[config.mk]
export PLATFORM = sky130hd
export DESIGN_NAME = draw_starfield_layers
export DESIGN_NICKNAME = d
export VERILOG_FILES = /design/src/rtl/draw_starfield_layers.sv
export SDC_FILE = /design/constraint.sdc
export NUM_CORES = 1
export LEC_CHECK = 0
export CAP_MARGIN = 30
export CORE_UTILIZATION = 62
export CTS_CLUSTER_DIAMETER = 40
export DETAILED_ROUTE_END_ITERATION = 16
export PLACE_DENSITY_LB_ADDON = 0.3
export SYNTH_ARGS = -nofsm -noshare
export SYNTH_HDL_FRONTEND = slang
export SYNTH_SLANG_ARGS = --single-unit
[constraint.sdc]
create_clock -name clk -period 4.3 [get_ports clk]
set_clock_uncertainty 0.1 [all_clocks]
set_input_delay 0.86 -clock clk [delete_from_list [all_inputs] [get_ports clk]]
set_output_delay 0.86 -clock clk [all_outputs]
set_load 0.1 [all_outputs]
[src/rtl/draw_starfield_layers.sv]
// Multi-layer parallax LFSR starfield, lowest-priority background drawer.
// Optional STARS_TWINKLE_EN: halve brightness when the star's LFSR source is odd.
module draw_starfield_layers #(
  parameter int WIDTH = 640,
  parameter int HEIGHT = 480,
  parameter int LAYERS = 3,
  parameter int LFSR_BITS = 10,
  parameter logic [LFSR_BITS-1:0] LFSR_POLY = 10'h240,
  parameter logic [LFSR_BITS-1:0] SEED = 10'h001,
  parameter int MIN_GAP = 0
) (
  input  logic                      clk,
  input  logic                      resetN,
  input  logic                      pxl_en,
  input  logic [$clog2(WIDTH)-1:0]  pxl_x,
  input  logic [$clog2(HEIGHT)-1:0] pxl_y,
  input  logic                      scroll_en,
  output logic [3:0]                Red,
  output logic [3:0]                Green,
  output logic [3:0]                Blue,
  output logic                      Draw,
  output logic [1:0]                layer_id
);

  localparam int CW = LFSR_BITS + 3;

  typedef logic [LFSR_BITS-1:0] lfsr_t;
  typedef logic [CW-1:0] cnt_t;

  function automatic lfsr_t step(input lfsr_t v);
    return v[0] ? ((v >> 1) ^ LFSR_POLY) : (v >> 1);
  endfunction

  function automatic cnt_t gap(input lfsr_t v, input int l);
    cnt_t w;
    w = cnt_t'(v);
    return (w << l) + cnt_t'(MIN_GAP);
  endfunction

  function automatic lfsr_t seed_of(input int l);
    lfsr_t s;
    s = SEED ^ lfsr_t'(l << 1);
    return (s == '0) ? lfsr_t'(1) : s;
  endfunction

  function automatic logic adv_of(
    input logic [LAYERS-1:0] fc,
    input int l
  );
    logic [LAYERS-1:0] m;
    m = LAYERS'((1 << l) - 1);
    return (fc & m) == '0;
  endfunction

  lfsr_t lfsr  [LAYERS];
  cnt_t  cnt   [LAYERS];
  lfsr_t fseed [LAYERS];

  logic [LAYERS-1:0] frame_cnt;
  logic [LAYERS-1:0] hit;
  logic              armed;
  logic              frame_start;
  logic [1:0]        win;
  logic [3:0]        base;
  logic [3:0]        col;
  logic [3:0]        colour;

  // Descending scan so the nearest (lowest index) hitting layer wins.
  always_comb begin
    frame_start = pxl_en && (pxl_x == '0) && (pxl_y == '0);
    hit  = '0;
    win  = '0;
    base = '0;
    col  = '0;
    for (int l = LAYERS - 1; l >= 0; l--) begin
      hit[l] = pxl_en && !frame_start && (cnt[l] == '0);
      if (hit[l]) begin
        win  = 2'(l);
        base = 4'(15 - 4 * l);
`ifdef STARS_TWINKLE_EN
        // MSB of a stepped Galois LFSR equals bit 0 of its predecessor.
        col  = lfsr[l][LFSR_BITS-1] ? (base >> 1) : base;
`else
        col  = base;
`endif
      end
    end
  end

  always_ff @(posedge clk or negedge resetN) begin
    if (!resetN) begin
      for (int l = 0; l < LAYERS; l++) begin
        lfsr[l]  <= seed_of(l);
        cnt[l]   <= '0;
        fseed[l] <= seed_of(l);
      end
      frame_cnt <= '0;
      armed     <= 1'b0;
    end else if (frame_start) begin
      armed <= 1'b1;
      if (scroll_en)
        frame_cnt <= frame_cnt + 1'b1;
      for (int l = 0; l < LAYERS; l++) begin
        lfsr[l] <= step(fseed[l]);
        cnt[l]  <= gap(fseed[l], l);
        if (scroll_en && adv_of(frame_cnt, l))
          fseed[l] <= step(fseed[l]);
      end
    end else if (pxl_en) begin
      for (int l = 0; l < LAYERS; l++) begin
        if (hit[l]) begin
          cnt[l]  <= gap(lfsr[l], l);
          lfsr[l] <= step(lfsr[l]);
        end else begin
          cnt[l]  <= cnt[l] - 1'b1;
        end
      end
    end
  end

  // Hits before the first frame start after reset advance state silently.
  always_ff @(posedge clk or negedge resetN) begin
    if (!resetN) begin
      Draw     <= 1'b0;
      layer_id <= '0;
      colour   <= '0;
    end else if (!pxl_en) begin
      Draw     <= 1'b0;
      layer_id <= '0;
    end else if (armed && (|hit)) begin
      Draw     <= 1'b1;
      layer_id <= win;
      colour   <= col;
    end else begin
      Draw     <= 1'b0;
      layer_id <= '0;
      colour   <= '0;
    end
  end

  assign Red   = colour;
  assign Green = colour;
  assign Blue  = colour;

endmodule

After elaboration in Yosys (flattened, before gate mapping). Cells that the tools add are included.

Register bits: 110. Input bits: 23.

$add $sub $neg: 4. Multiplexer cells: 27. Bitwise logic cells: 6. Reduce and logical (&&, ||, !) cells: 28.

Operators by type and width (count): $mux 10 (9); $mux 39 (2); $mux 30 (2); $logic_not 13->1 (3); $mux 13 (3); $sub 13x1->13 const B (3); $mux 4 (3); $not 1->2 (6); $reduce_and 2->1 (6); $logic_not 10->1 (1); $mux 2 (5); $logic_and 1x1->1 (9); $logic_not 9->1 (1); $reduce_bool 2->1 (4); $logic_not 3->1 (2); $add 3x1->3 const B (1); $mux 3 (1); $reduce_or 3->1 (1); $mux 1 (2); $logic_not 1->1 (1).

Longest topological paths before layout.
Depth after elaboration: 11. Mapped depth: 8.

Worst setup path after synthesis. Ideal clock, no wire load.

Path kind: in2reg. From: in pxl_x[4]. To: reg fseed[12] (netlist name). Library setup time: 0.125 ns. Arrival: 2.290 ns. Path slack: 1.786 ns. Stages on the path: 6. Buffers on the path: 1. Cells stage by stage: nor4_1 and3_1 buf_2 nand3_2 nor2_4 mux2_2.

Cells in the longest elaborated chain, start to end: 4.

RTL lines: start, declared (RTL line 15) `input logic [$clog2(WIDTH)-1:0] pxl_x,`; $logic_not 10->1 (RTL line 70) `frame_start = pxl_en && (pxl_x == '0) && (pxl_y == '0);`; $logic_and 1x1->1 (2 in a row) (RTL line 70); $reduce_and 2->1 (no line); end signal, assigned by index (RTL line 95) `fseed[l] <= seed_of(l);`; end signal, assigned by index (RTL line 107) `fseed[l] <= step(fseed[l]);`; end, declared (RTL line 57) `lfsr_t fseed [LAYERS];`.

Every way passes these cells. A chain may end at the register's enable or synchronous reset.

Final worst setup path.
From: in pxl_x[8]. To: reg fseed[12] (netlist name).

The elaborated chain is that of the path after synthesis.

==> results.py <==
metrics = {
    "yosys": {
        "yosys_warnings": 0,
        "yosysSeqAreaShare_pct": 47.6,
        "synth-async-reset-ratio_pct": 100,
        "synthFlopType": "dfrtp_1",
        "syn_nets": 583,
        "ys_types": 65,
        "syn_avg_cell_area_um2": 10.3,
        "synth_compound_area_share_pct": 16.8,
        "postSynthCellCount": 553,
        "synth-adder-area-share_pct": 1.53,
        "synth_top_family_by_area": "compound AO/OA/AOI/OAI gates",
        "synth-edff-count": 0,
        "syn_area_um2": 5710,
        "yosys-mux-area-fraction_pct": 9.45,
        "synth_xor_xnor_area_share_pct": 3.84,
        "ys_ff_latch": 108,
        "synth-simple-area-share_pct": 16.2,
    },
    "floorplan": {
        "die_width_um": 98.0,
        "ios": 38,
        "initial_core_util_pct": 64.8,
        "core_um2": 8810,
        "die-height_um": 98.0,
        "row_count": 34,
        "dieArea_um2": 9600,
    },
    "global_routing": {
        "grt_max_degree": 70,
        "grt_first_pass_wirelength_mm": 22.3,
        "grt_pass1_vias": 4428,
        "overflow": 0,
        "grtUsageTotal_pct": 29.4,
        "antenna_found_initial": 0,
    },
    "clock_tree": {
        "ctsHoldBuffers": 0,
        "insertion_delay_ns": 0.37,
        "clockBufferDepth": 2,
        "cts_tree": "built",
        "clock-root-buffer": "clkbuf_8",
        "post-cts-setup-buffers": 0,
        "path_clk_slew_ns": 0.10,
        "htreeDepth": 3,
        "cts.sinks": 108,
        "cts-resized-gates": 0,
        "numCtsBuffers": 9,
    },
    "timing": {
        "drv_slew": 0,
        "fmax_ghz": 0.311,
        "fin_ws_ns": 1.09,
        "post-route-period-util_pct": 74.7,
        "timing.final.crit_period_ns": 3.21,
        "slew_headroom_pct": 34.8,
        "report.final.hold_viol_count": 0,
        "finalSetupTns_ns": 0,
        "holdWs_ns": 0.386,
        "worst_pin_slew_ns": 0.974,
        "finalSetupViolCount": 0,
        "rsz0062_at_grt": "false",
    },
    "setup_path": {
        "max_stage_delay_ns": 0.48,
        "cp-start-kind": "primary input",
        "crit_arrival_ns": 3.37,
        "slowest_stage": "and3_1",
        "crit_type": "in2reg",
        "cp_max_fo": 13,
        "crit_buf_inv": 1,
        "path_cells": "clkdlybuf4s50_1 > nor4_1 > and3_1 > nand3_2 > nor2_4 > mux2_2",
        "critPathCaptureType": "flop",
        "rr_worst_depth": 4,
        "crit_family": "simple AND/OR/NAND/NOR gates",
        "cp.depth": 6,
        "crit_required_ns": 4.46,
    },
    "pwr": {
        "p_clk_share_pct": 25.3,
        "comb_power_share_pct": 24.0,
        "swShare_pct": 31.7,
        "power_density_nw_per_um2": 441,
        "seqPwrFrac_pct": 50.7,
        "internal-power_w": 0.00190,
        "p_sw_w": 0.000883,
        "ir_drop_uv": 189,
        "leakage_nw": 2.74,
    },
    "cells_and_area": {
        "diodes": 0,
        "seq_area_um2": 2720,
        "drive_gt1_share_pct": 14.8,
        "area_growth_pct": 10.6,
        "layout.nets": 599,
        "final_util_pct": 71.7,
        "final_area_um2": 6310,
        "multi_input_area_um2": 2740,
        "fillCellCount": 621,
    },
    "detailed_routing": {
        "wl_per_cell_um": 19.2,
        "drc": 4,
        "vias": 4487,
        "finalWirelength_mm": 13.1,
        "drt-pass1-iter-count": 11,
        "antenna_left": 0,
        "avgViaCountPerCell": 6.58,
        "first_iter_violations": 443,
    },
    "outcome": {
        "outcome": "complete, but fails checks",
        "violations": "DRC",
    },
    "place": {
        "place.gp.congestion": 0.903,
        "place_ws_ns": 0.764,
        "placed_cell_area_um2": 6080,
        "port_buffers": 37,
        "hpwl_mm": 8.87,
    },
    "worst_hold_path": {
        "hp-class": "reg2reg",
        "whs_path_depth": 1,
    },
    "run": {
        "maxCapViolCount": 0,
    },
}
-- per-layer routing --
| layer | track usage [%] | vias up | part of all wire (%) |
|---|---|---|---|
| li1 | - | 2062 | - |
| met1 | 39.0 | 2208 | 41 |
| met2 | 48.3 | 186 | 49 |
| met3 | 4.29 | 31 | 6.6 |
| met4 | 12.9 | 0 | 3.2 |
| met5 | 0 | - | 0 |
-- layout make-up --
type	count	area share, %
repair buffers	45	6.90
inverters	15	0.892
clock inverters	4	1.11
flip-flops and latches	108	43.0
multi-input cells	390	43.3
clock buffers	12	2.62
well taps	108	2.14
-- power groups by stage --
stage	Combinational [W]	Sequential [W]	Clock, W
after floorplan	0.000527	0.00137	0
after global placement	0.000634	0.00141	0
after detailed placement	0.000658	0.00143	0
after CTS	0.000668	0.00141	0.000719
after global routing	0.000749	0.00144	0.000763
final	0.000670	0.00141	0.000706
-- sequential cells by signal, indices dropped and copies added, names as in the netlist --
signal,count
lfsr,30
layer_id,2
Blue,3
cnt,39
frame_cnt,2
Draw,1
fseed,30
armed,1
-- metrics by stage --
stage | std cells | power [W]
2_1_floorplan | 553 | 0.00189
3_3_place_gp | 666 | 0.00205
3_5_place_dp | 666 | 0.00208
4_1_cts | 682 | 0.00279
5_1_grt | 682 | 0.00295
6_report | 682 | 0.00279
-- cells in the mapped netlist, types with 4 or more instances --
master	n	area share [%]
dfrtp_1	98	43
nor2_1	43	2.8
o21ai_0	43	3.8
nand2_1	38	2.5
mux2_2	31	6.1
mux2i_1	19	3.3
a21oi_1	17	1.5
clkbuf_1	17	1.1
xnor2_1	17	2.6
inv_1	15	0.99
nor3_1	14	1.2
nand3_1	13	1.1
a211oi_1	10	1.3
a221o_1	10	1.8
buf_2	10	0.88
buf_4	10	1.3
dfstp_2	10	4.6
nor4_1	10	1.1
o22ai_1	8	0.88
xor2_1	8	1.2
ha_1	7	1.5
a31oi_1	6	0.66
nand4_1	6	0.66
o211ai_1	6	0.79
nor3b_1	5	0.66
nor4b_1	5	0.77
a211o_1	4	0.61
a2bb2oi_1	4	0.61
and2_1	4	0.44
nor4_2	4	0.88
o2bb2ai_1	4	0.61
or3_1	4	0.44
-- worst reg2reg max path, cell delays in order, from the launching register on --
cell,delay [ns]
dfrtp_1,0.46
nor4_1,0.54
nand4_1,0.57
o41ai_1,0.63
o21ba_2,0.23
-- cell families (layout without fill, tap and decap cells) --
family / count (synthesis) / count (layout)
xor+xnor: 25 / 25
compound gates: 139 / 139
simple gates: 169 / 169
mux: 50 / 50
buf+inv: 55 / 76
flops: 108 / 108
fa+ha+maj: 7 / 7
-- worst paths after layout --
path,startpoint,end,slack (ns)
min in group asynchronous,resetN,cnt[1],0.49
hold / removal,armed,armed,0.39
setup reg to reg,cnt[4],lfsr[3],1.66
setup / recovery,pxl_x[8],fseed[12],1.09
hold reg to reg,armed,armed,0.39
max in group asynchronous,resetN,fseed[20],2.71
-- layout by cell type (no fill, tap or decap), drive strengths merged, types with 3 or more instances in the layout --
cell type      instances
nor4b                  5
o221ai                 3
nand2                 39
inv                   15
nor2                  44
nand4                  6
a211o                  4
o31ai                  3
and3                   3
xnor2                 17
dfrtp                 98
o2bb2ai                4
a31oi                  6
clkdlybuf4s50         35
nor3b                  5
a221o                 11
ha                     7
or4                    4
and4                   3
nor4                  15
a2bb2oi                4
nor3                  14
o211ai                 6
dfstp                 10
or3                    4
mux2i                 19
o22ai                  8
nand3                 16
nor2b                  3
mux2                  31
o21ai                 44
and2                   4
a21oi                 17
xor2                   8
clkbuf                12
a311oi                 3
a211oi                10
buf                   10
(Power assumes the default switching activity.)
